[src/rtl/cu_pkg.sv]
// cu_pkg: opcode, ALU-code, state and instruction-class definitions for the control unit.
package cu_pkg;
    localparam logic [4:0] OP_LD   = 5'b00000;
    localparam logic [4:0] OP_LDI  = 5'b00001;
    localparam logic [4:0] OP_ST   = 5'b00010;
    localparam logic [4:0] OP_ADD  = 5'b00011;
    localparam logic [4:0] OP_SHL  = 5'b01011;
    localparam logic [4:0] OP_ADDI = 5'b01100;
    localparam logic [4:0] OP_ANDI = 5'b01101;
    localparam logic [4:0] OP_ORI  = 5'b01110;
    localparam logic [4:0] OP_DIV  = 5'b01111;
    localparam logic [4:0] OP_MUL  = 5'b10000;
    localparam logic [4:0] OP_NEG  = 5'b10001;
    localparam logic [4:0] OP_NOT  = 5'b10010;
    localparam logic [4:0] OP_BR   = 5'b10011;
    localparam logic [4:0] OP_JR   = 5'b10101;
    localparam logic [4:0] OP_IN   = 5'b10110;
    localparam logic [4:0] OP_OUT  = 5'b10111;
    localparam logic [4:0] OP_MFLO = 5'b11000;
    localparam logic [4:0] OP_MFHI = 5'b11001;
    localparam logic [4:0] OP_NOP  = 5'b11010;
    localparam logic [4:0] OP_HALT = 5'b11011;

    localparam logic [4:0] ALU_INC = 5'b11111;
    localparam logic [4:0] ALU_ADD = 5'b00011;
    localparam logic [4:0] ALU_AND = 5'b00101;
    localparam logic [4:0] ALU_OR  = 5'b00110;

    typedef enum logic [3:0] {
        S_RST, S_T0, S_T1, S_T2, S_T3, S_T4, S_T5, S_T6, S_T7, S_HALT
    } state_t;

    typedef enum logic [3:0] {
        C_ALU3, C_IMM, C_MULDIV, C_UNARY, C_LD, C_LDI, C_ST, C_BR, C_SINGLE, C_HALT, C_NOP
    } iclass_t;
endpackage

[src/rtl/control_unit_if.sv]
// control_unit_if: IR/condition inputs and every datapath strobe driven by the control unit.
//   master: control unit side (reads IR, ConOut; drives strobes, ALUCode, Run)
//   slave : datapath side
interface control_unit_if;
    logic [31:0] IR;
    logic        ConOut;
    logic        HiIn, LoIn, ZIn, PCIn, MDRIn, MARIn, YIn, OPortIn, IRIn;
    logic        HiOut, LoOut, ZHiOut, ZLoOut, PCOut, MDROut, IPortOut, COut;
    logic        Gra, Grb, Grc, RIn, ROut, BAOut, Conin;
    logic        memread, memwrite;
    logic [4:0]  ALUCode;
    logic        Run;

    modport master (
        input  IR, ConOut,
        output HiIn, LoIn, ZIn, PCIn, MDRIn, MARIn, YIn, OPortIn, IRIn,
               HiOut, LoOut, ZHiOut, ZLoOut, PCOut, MDROut, IPortOut, COut,
               Gra, Grb, Grc, RIn, ROut, BAOut, Conin, memread, memwrite, ALUCode, Run
    );

    modport slave (
        output IR, ConOut,
        input  HiIn, LoIn, ZIn, PCIn, MDRIn, MARIn, YIn, OPortIn, IRIn,
               HiOut, LoOut, ZHiOut, ZLoOut, PCOut, MDROut, IPortOut, COut,
               Gra, Grb, Grc, RIn, ROut, BAOut, Conin, memread, memwrite, ALUCode, Run
    );
endinterface

[src/rtl/cu_decode.sv]
// cu_decode: maps an opcode to its instruction class and the ALU code used by its ZIn step.
//   op_i  : IR[31:27]
//   cls_o : instruction class
//   alu_o : ALU operation for the execute-phase ZIn step (0 if none)
module cu_decode
    import cu_pkg::*;
(
    input  logic [4:0] op_i,
    output iclass_t    cls_o,
    output logic [4:0] alu_o
);
    always_comb begin
        cls_o = C_NOP;
        alu_o = '0;
        case (op_i) inside
            [OP_ADD:OP_SHL]: begin cls_o = C_ALU3; alu_o = op_i; end
            OP_ADDI: begin cls_o = C_IMM; alu_o = ALU_ADD; end
            OP_ANDI: begin cls_o = C_IMM; alu_o = ALU_AND; end
            OP_ORI: begin cls_o = C_IMM; alu_o = ALU_OR; end
            OP_MUL, OP_DIV: begin cls_o = C_MULDIV; alu_o = op_i; end
            OP_NEG, OP_NOT: begin cls_o = C_UNARY; alu_o = op_i; end
            OP_LD: begin cls_o = C_LD; alu_o = ALU_ADD; end
            OP_LDI: begin cls_o = C_LDI; alu_o = ALU_ADD; end
            OP_ST: begin cls_o = C_ST; alu_o = ALU_ADD; end
            OP_BR: begin cls_o = C_BR; alu_o = ALU_ADD; end
            OP_JR, OP_IN, OP_OUT, OP_MFLO, OP_MFHI: cls_o = C_SINGLE;
            OP_HALT: cls_o = C_HALT;
            default: cls_o = C_NOP;
        endcase
    end
endmodule

[src/rtl/control_unit.sv]
// control_unit: hardwired microsequencer driving datapath strobes through fetch/execute steps.
//   clock : state register updates on the falling edge (datapath captures on rising)
//   clear : synchronous active-high reset to RST
//   bus   : IR/ConOut in, all strobes, ALUCode and Run out
module control_unit
    import cu_pkg::*;
(
    input logic           clock,
    input logic           clear,
    control_unit_if.master bus
);
    state_t     state_q, state_d;
    iclass_t    cls;
    logic [4:0] alu;
    logic [4:0] op;

    assign op = bus.IR[31:27];

    cu_decode u_decode (.op_i(op), .cls_o(cls), .alu_o(alu));

    always_ff @(negedge clock) state_q <= clear ? S_RST : state_d;

    always_comb begin
        state_d = S_RST;
        case (state_q)
            S_RST: state_d = S_T0;
            S_T0: state_d = S_T1;
            S_T1: state_d = S_T2;
            S_T2: state_d = S_T3;
            S_T3: state_d = cls == C_HALT ? S_HALT : cls inside {C_SINGLE, C_NOP} ? S_T0 : S_T4;
            S_T4: state_d = cls == C_UNARY ? S_T0 : S_T5;
            S_T5: state_d = cls inside {C_ALU3, C_IMM, C_LDI} ? S_T0 : S_T6;
            S_T6: state_d = cls inside {C_MULDIV, C_BR} ? S_T0 : S_T7;
            S_T7: state_d = S_T0;
            S_HALT: state_d = S_HALT;
            default: state_d = S_RST;
        endcase
    end

    always_comb begin
        bus.HiIn = 1'b0; bus.LoIn = 1'b0; bus.ZIn = 1'b0; bus.PCIn = 1'b0;
        bus.MDRIn = 1'b0; bus.MARIn = 1'b0; bus.YIn = 1'b0; bus.OPortIn = 1'b0;
        bus.IRIn = 1'b0; bus.HiOut = 1'b0; bus.LoOut = 1'b0; bus.ZHiOut = 1'b0;
        bus.ZLoOut = 1'b0; bus.PCOut = 1'b0; bus.MDROut = 1'b0; bus.IPortOut = 1'b0;
        bus.COut = 1'b0; bus.Gra = 1'b0; bus.Grb = 1'b0; bus.Grc = 1'b0;
        bus.RIn = 1'b0; bus.ROut = 1'b0; bus.BAOut = 1'b0; bus.Conin = 1'b0;
        bus.memread = 1'b0; bus.memwrite = 1'b0;
        case (state_q)
            S_T0: begin bus.PCOut = 1'b1; bus.MARIn = 1'b1; bus.ZIn = 1'b1; end
            S_T1: begin bus.ZLoOut = 1'b1; bus.PCIn = 1'b1; bus.memread = 1'b1; bus.MDRIn = 1'b1; end
            S_T2: begin bus.MDROut = 1'b1; bus.IRIn = 1'b1; end
            S_T3: case (cls)
                C_ALU3, C_IMM: begin bus.Grb = 1'b1; bus.ROut = 1'b1; bus.YIn = 1'b1; end
                C_MULDIV: begin bus.Gra = 1'b1; bus.ROut = 1'b1; bus.YIn = 1'b1; end
                C_UNARY: begin bus.Grb = 1'b1; bus.ROut = 1'b1; bus.ZIn = 1'b1; end
                C_LD, C_LDI, C_ST: begin bus.Grb = 1'b1; bus.BAOut = 1'b1; bus.YIn = 1'b1; end
                C_BR: begin bus.Gra = 1'b1; bus.ROut = 1'b1; bus.Conin = 1'b1; end
                C_SINGLE: begin
                    bus.Gra = 1'b1;
                    bus.ROut = op inside {OP_JR, OP_OUT};
                    bus.PCIn = op == OP_JR;
                    bus.OPortIn = op == OP_OUT;
                    bus.RIn = op inside {OP_IN, OP_MFLO, OP_MFHI};
                    bus.IPortOut = op == OP_IN;
                    bus.LoOut = op == OP_MFLO;
                    bus.HiOut = op == OP_MFHI;
                end
                default: ;
            endcase
            S_T4: case (cls)
                C_ALU3: begin bus.Grc = 1'b1; bus.ROut = 1'b1; bus.ZIn = 1'b1; end
                C_IMM, C_LD, C_LDI, C_ST: begin bus.COut = 1'b1; bus.ZIn = 1'b1; end
                C_MULDIV: begin bus.Grb = 1'b1; bus.ROut = 1'b1; bus.ZIn = 1'b1; end
                C_UNARY: begin bus.ZLoOut = 1'b1; bus.Gra = 1'b1; bus.RIn = 1'b1; end
                C_BR: begin bus.PCOut = 1'b1; bus.YIn = 1'b1; end
                default: ;
            endcase
            S_T5: case (cls)
                C_ALU3, C_IMM, C_LDI: begin bus.ZLoOut = 1'b1; bus.Gra = 1'b1; bus.RIn = 1'b1; end
                C_MULDIV: begin bus.ZLoOut = 1'b1; bus.LoIn = 1'b1; end
                C_LD, C_ST: begin bus.ZLoOut = 1'b1; bus.MARIn = 1'b1; end
                C_BR: begin bus.COut = 1'b1; bus.ZIn = 1'b1; end
                default: ;
            endcase
            S_T6: case (cls)
                C_MULDIV: begin bus.ZHiOut = 1'b1; bus.HiIn = 1'b1; end
                C_LD: begin bus.memread = 1'b1; bus.MDRIn = 1'b1; end
                C_ST: begin bus.Gra = 1'b1; bus.ROut = 1'b1; bus.MDRIn = 1'b1; end
                C_BR: begin bus.ZLoOut = 1'b1; bus.PCIn = bus.ConOut; end
                default: ;
            endcase
            S_T7: case (cls)
                C_LD: begin bus.MDROut = 1'b1; bus.Gra = 1'b1; bus.RIn = 1'b1; end
                C_ST: bus.memwrite = 1'b1;
                default: ;
            endcase
            default: ;
        endcase
        // ALUCode is only meaningful when Z is being loaded; fetch increments PC.
        bus.ALUCode = !bus.ZIn ? 5'b00000 : state_q == S_T0 ? ALU_INC : alu;
        bus.Run = !(state_q inside {S_RST, S_HALT});
    end
endmodule

[src/flat_wrapper.sv]
// flat-port wrapper written by rule: the top's interface ports become plain ports
module control_unit_flat import cu_pkg::*;
  (clock, clear, bus_IR, bus_ConOut, bus_HiIn, bus_LoIn, bus_ZIn, bus_PCIn, bus_MDRIn, bus_MARIn, bus_YIn, bus_OPortIn, bus_IRIn, bus_HiOut, bus_LoOut, bus_ZHiOut, bus_ZLoOut, bus_PCOut, bus_MDROut, bus_IPortOut, bus_COut, bus_Gra, bus_Grb, bus_Grc, bus_RIn, bus_ROut, bus_BAOut, bus_Conin, bus_memread, bus_memwrite, bus_ALUCode, bus_Run);
  control_unit_if bus_i ();
  input logic clock;
  input logic clear;
  input wire logic [$bits(bus_i.IR)-1:0] bus_IR;
  input wire logic [$bits(bus_i.ConOut)-1:0] bus_ConOut;
  output wire logic [$bits(bus_i.HiIn)-1:0] bus_HiIn;
  output wire logic [$bits(bus_i.LoIn)-1:0] bus_LoIn;
  output wire logic [$bits(bus_i.ZIn)-1:0] bus_ZIn;
  output wire logic [$bits(bus_i.PCIn)-1:0] bus_PCIn;
  output wire logic [$bits(bus_i.MDRIn)-1:0] bus_MDRIn;
  output wire logic [$bits(bus_i.MARIn)-1:0] bus_MARIn;
  output wire logic [$bits(bus_i.YIn)-1:0] bus_YIn;
  output wire logic [$bits(bus_i.OPortIn)-1:0] bus_OPortIn;
  output wire logic [$bits(bus_i.IRIn)-1:0] bus_IRIn;
  output wire logic [$bits(bus_i.HiOut)-1:0] bus_HiOut;
  output wire logic [$bits(bus_i.LoOut)-1:0] bus_LoOut;
  output wire logic [$bits(bus_i.ZHiOut)-1:0] bus_ZHiOut;
  output wire logic [$bits(bus_i.ZLoOut)-1:0] bus_ZLoOut;
  output wire logic [$bits(bus_i.PCOut)-1:0] bus_PCOut;
  output wire logic [$bits(bus_i.MDROut)-1:0] bus_MDROut;
  output wire logic [$bits(bus_i.IPortOut)-1:0] bus_IPortOut;
  output wire logic [$bits(bus_i.COut)-1:0] bus_COut;
  output wire logic [$bits(bus_i.Gra)-1:0] bus_Gra;
  output wire logic [$bits(bus_i.Grb)-1:0] bus_Grb;
  output wire logic [$bits(bus_i.Grc)-1:0] bus_Grc;
  output wire logic [$bits(bus_i.RIn)-1:0] bus_RIn;
  output wire logic [$bits(bus_i.ROut)-1:0] bus_ROut;
  output wire logic [$bits(bus_i.BAOut)-1:0] bus_BAOut;
  output wire logic [$bits(bus_i.Conin)-1:0] bus_Conin;
  output wire logic [$bits(bus_i.memread)-1:0] bus_memread;
  output wire logic [$bits(bus_i.memwrite)-1:0] bus_memwrite;
  output wire logic [$bits(bus_i.ALUCode)-1:0] bus_ALUCode;
  output wire logic [$bits(bus_i.Run)-1:0] bus_Run;
  assign bus_i.IR = bus_IR;
  assign bus_i.ConOut = bus_ConOut;
  assign bus_HiIn = bus_i.HiIn;
  assign bus_LoIn = bus_i.LoIn;
  assign bus_ZIn = bus_i.ZIn;
  assign bus_PCIn = bus_i.PCIn;
  assign bus_MDRIn = bus_i.MDRIn;
  assign bus_MARIn = bus_i.MARIn;
  assign bus_YIn = bus_i.YIn;
  assign bus_OPortIn = bus_i.OPortIn;
  assign bus_IRIn = bus_i.IRIn;
  assign bus_HiOut = bus_i.HiOut;
  assign bus_LoOut = bus_i.LoOut;
  assign bus_ZHiOut = bus_i.ZHiOut;
  assign bus_ZLoOut = bus_i.ZLoOut;
  assign bus_PCOut = bus_i.PCOut;
  assign bus_MDROut = bus_i.MDROut;
  assign bus_IPortOut = bus_i.IPortOut;
  assign bus_COut = bus_i.COut;
  assign bus_Gra = bus_i.Gra;
  assign bus_Grb = bus_i.Grb;
  assign bus_Grc = bus_i.Grc;
  assign bus_RIn = bus_i.RIn;
  assign bus_ROut = bus_i.ROut;
  assign bus_BAOut = bus_i.BAOut;
  assign bus_Conin = bus_i.Conin;
  assign bus_memread = bus_i.memread;
  assign bus_memwrite = bus_i.memwrite;
  assign bus_ALUCode = bus_i.ALUCode;
  assign bus_Run = bus_i.Run;
  control_unit u_core (.clock(clock), .clear(clear), .bus(bus_i));
endmodule
[config.mk]
export PLATFORM = sky130hd
export DESIGN_NAME = control_unit_flat
export DESIGN_NICKNAME = d
export VERILOG_FILES = /design/src/rtl/cu_pkg.sv /design/src/rtl/control_unit_if.sv /design/src/rtl/cu_decode.sv /design/src/rtl/control_unit.sv /design/src/flat_wrapper.sv
export SDC_FILE = /design/constraint.sdc
export NUM_CORES = 1
export LEC_CHECK = 0
export ABC_AREA = 0
export CAP_MARGIN = 10
export CELL_PAD_IN_SITES_DETAIL_PLACEMENT = 0
export CELL_PAD_IN_SITES_GLOBAL_PLACEMENT = 1
export CORE_UTILIZATION = 24
export CTS_BUF_LIST = sky130_fd_sc_hd__clkbuf_16
export DETAILED_ROUTE_END_ITERATION = 16
export PLACE_DENSITY_LB_ADDON = 0.12
export SLEW_MARGIN = 20
export SYNTH_ARGS = -nofsm -noshare
export SYNTH_HDL_FRONTEND = slang
export SYNTH_SLANG_ARGS = --single-unit
[constraint.sdc]
create_clock -name clock -period 4.9 [get_ports clock]
set_clock_uncertainty 0.05 [all_clocks]
set_input_delay 0.49 -clock clock [delete_from_list [all_inputs] [get_ports clock]]
set_output_delay 0.49 -clock clock [all_outputs]
set_load 0.03 [all_outputs]
==> impl_metrics.py, run 1 <==
metrics = {
    "place": {
        "place_area_sq_mm": 0.001511,
        "portBuffers": 39,
        "hpwlAfterDp_microns": 3138,
        "gp_routability_congestion": 0.8136,
    },
    "critical_path": {
        "cp_slowest_stage_delay_ns": 0.34,
        "arrival_ns": 4.33,
        "r2r_slack_ns": 3.44,
        "worst_path_dominant_cell_family": "buffers and inverters",
        "path_cells": "buf_4 -> buf_4 -> nand4bb_1 -> buf_4 -> o22a_4 -> o21ai_1 -> buf_4",
        "crit_buf_inv": 4,
        "worstSetupStartpointType": "register",
        "cp.required_ns": 4.36,
        "cp_common_cell": "buf_4",
        "crit_path_end_kind": "output pin",
        "critPathKind": "reg -> out",
        "cp_max_fo": 6,
        "slowest_stage": "dfxtp_4",
    },
    "clock_network": {
        "cts_made_buffers": 3,
        "h-tree-depth": 1,
        "path_clk_slew_ns": 0.05,
        "clk_latency_ns": 0.32,
        "cts_buffer_depth": 2,
        "root_buffer": "clkbuf_16",
        "cts_sinks": 4,
        "cts_tree": "yes",
    },
    "drt": {
        "avgViaCountPerCell": 5.369,
        "drt_wl_total_microns": 4056,
        "dr_total_vias": 1455,
        "ant_nets": 0,
        "dr.pass1.iters": 4,
        "drt_iter0_markers": 45,
        "wire_per_inst_microns": 14.97,
        "drc_errors": 0,
    },
    "floorplan": {
        "die_h_microns": 66.58,
        "die_w_microns": 66.58,
        "pin_count": 67,
        "start_util": 0.2502,
        "coreArea_sq_mm": 0.004000,
        "dieArea_sq_mm": 0.004433,
        "num_rows": 23,
    },
    "global_routing": {
        "grt_usage": 0.1971,
        "grt_pass1_wl_microns": 6789,
        "grt_pass1_vias": 1398,
        "grt_start_max_net_pins": 15,
        "antenna_found_initial": 0,
        "grt_overflow_total": 0,
    },
    "layout": {
        "finalNetCount": 258,
        "n_antenna_cell": 0,
        "synthToLayoutAreaGrowth_pct": 67.50,
        "largestRegisters": "u_core.state_q: 4 flops",
        "final_area_sq_mm": 0.001677,
        "regMostFlops": "u_core.state_q",
        "drive_gt1_frac": 0.2941,
        "largest_register_ffs": 4,
    },
    "logic_synthesis": {
        "synth_area_sq_mm": 0.001001,
        "avgSynthCellArea_sq_um": 6.141,
        "ys_warn_count": 0,
        "synth-edff-count": 0,
        "ys.flop_type": "dfxtp_1",
        "synthCells": 163,
        "ys_seq_area_frac": 0.08000,
        "synth_nets": 198,
        "netlist.area_leader.share": 0.08000,
        "async_reset_ff_frac": 0,
        "ys_top_cells_by_count": "nor2_1, nand2_1, a21oi_1, o21ai_0, clkbuf_1",
        "synth_cell_types": 46,
        "synth-seq-cells": 4,
        "yosysTopAreaCell": "dfxtp_1",
        "yosysMostFrequentCell": "nor2_1",
        "synth_area_leaders": "dfxtp_1, a21oi_1, o21ai_0",
    },
    "sta": {
        "max_slew.worst_pin.slew_ns": 0.4019,
        "setup_violations": 0,
        "rsz0062_at_grt": "true",
        "relSlewSlack": 0.7312,
        "finalSetupTns_ns": 0,
        "hold_viol": 0,
        "slew_viol_final": 0,
    },
    "power_and_ir_drop": {
        "ir_drop_uv": 238.0,
        "leakage_uw": 0.0007686,
        "power-per-cell-area_mw_per_mm2": 436.5,
    },
    "hold_path": {
        "hp-class": "reg -> reg",
    },
    "status": {
        "status": "finished clean",
    },
    "job": {
        "drv_cap": 0,
    },
}
==> layout by cell type (no fill, tap or decap), types with 3 or more instances in the layout <==
| cell type | synthesis | layout |
|---|---|---|
| or3_1 | 3 | 3 |
| a22oi_1 | 4 | 4 |
| and2_1 | 3 | 3 |
| nand4_1 | 4 | 4 |
| dlymetal6s2s_1 | 0 | 3 |
| clkdlybuf4s50_1 | 0 | 7 |
| nor3_1 | 9 | 8 |
| a21oi_1 | 13 | 13 |
| nand2_1 | 14 | 14 |
| nand2b_1 | 7 | 7 |
| dlygate4sd2_1 | 0 | 9 |
| nor2b_1 | 6 | 6 |
| buf_4 | 1 | 48 |
| nor2_1 | 17 | 17 |
| o21ai_0 | 13 | 13 |
| o21ai_1 | 6 | 6 |
| nand3_1 | 4 | 4 |
| clkbuf_16 | 0 | 3 |
| inv_1 | 3 | 6 |
==> worst min-delay path: cells and delay by family (launching register included) <==
| family | cells | cell delay, ns |
|---|---|---|
| AO/OA/AOI/OAI | 2 | 0.14 |
| flip-flops | 1 | 0.41 |
| AND/OR/NAND/NOR | 1 | 0.08 |
==> final cells by class <==
cell class | instances | area (sq um)
Clock inverter | 4 | 15.01
Sequential cell | 4 | 90.09
Fill cell | 450 | 2323
Tap cell | 50 | 62.56
Timing Repair Buffer | 69 | 569.3
Clock buffer | 3 | 75.07
Inverter | 2 | 7.507
Multi-Input combinational cell | 139 | 857.1
==> report_power, final <==
part | switching (uW) | total (uW) | internal (uW)
combinational | 298 | 514 | 216
sequential | 27.9 | 74.8 | 46.9
clock | 34.1 | 143 | 109
total | 360 | 732 | 372
==> path summary, 6_finish.rpt <==
path	from	end	cells after the start
setup reg to reg	u_core.state_q[1]	u_core.state_q[0]	5
hold reg to reg	u_core.state_q[3]	u_core.state_q[1]	3
hold / removal	u_core.state_q[3]	u_core.state_q[1]	3
setup / recovery	u_core.state_q[2]	bus_ALUCode[2]	7
==> repair_timing <==
item | CTS | global route
gates resized for setup | 20 | 5
buffers inserted | 5 | 0
hold endpoints to repair | 0 | 0
endpoints found under the setup margin | 23 | 14
hold buffers | 0 | 0
pin swaps | 5 | 2
==> logic make-up after synthesis <==
kind of cell	synth area share
buffers and inverters	0.09125
and+or+nand+nor	0.4412
adders and majority gates	0.01000
DFF	0.08000
xor gates and xnor gates	0.01750
AOI/OAI and AO/OA	0.3600
==> stage by stage <==
step | util | total power [uW] | cells | hold WS (ns) | setup slack, ns
finish | 0.4191 | 731.8 | 271 | 0.6067 | 0.03396
floorplan | - | 375.0 | 163 | 0.6148 | 0.02602
global placement | 0.3779 | 582.6 | 260 | 0.5906 | 0.1284
detailed placement | 0.3779 | 584.3 | 260 | 0.5995 | 0.08505
global route | 0.4191 | 783.7 | 271 | 0.6634 | -0.08025
CTS | 0.4151 | 732.2 | 271 | 0.5909 | -0.03496
==> layer usage <==
layer,vias to the layer above,GRT usage,part of all wire
met4,0,0.06117,0.013
met3,7,0.03596,0.050
met2,48,0.3144,0.45
met5,-,0,0
li1,724,-,-
met1,676,0.2644,0.49
No activity file was read; power rests on OpenSTA's default activity.
==> run 2: changes to the inputs <==
Settings changed: SLEW_MARGIN 20 to 25.
==> results of run 2 <==
No change in the layout: final DEF, timing and power equal those of run 1.
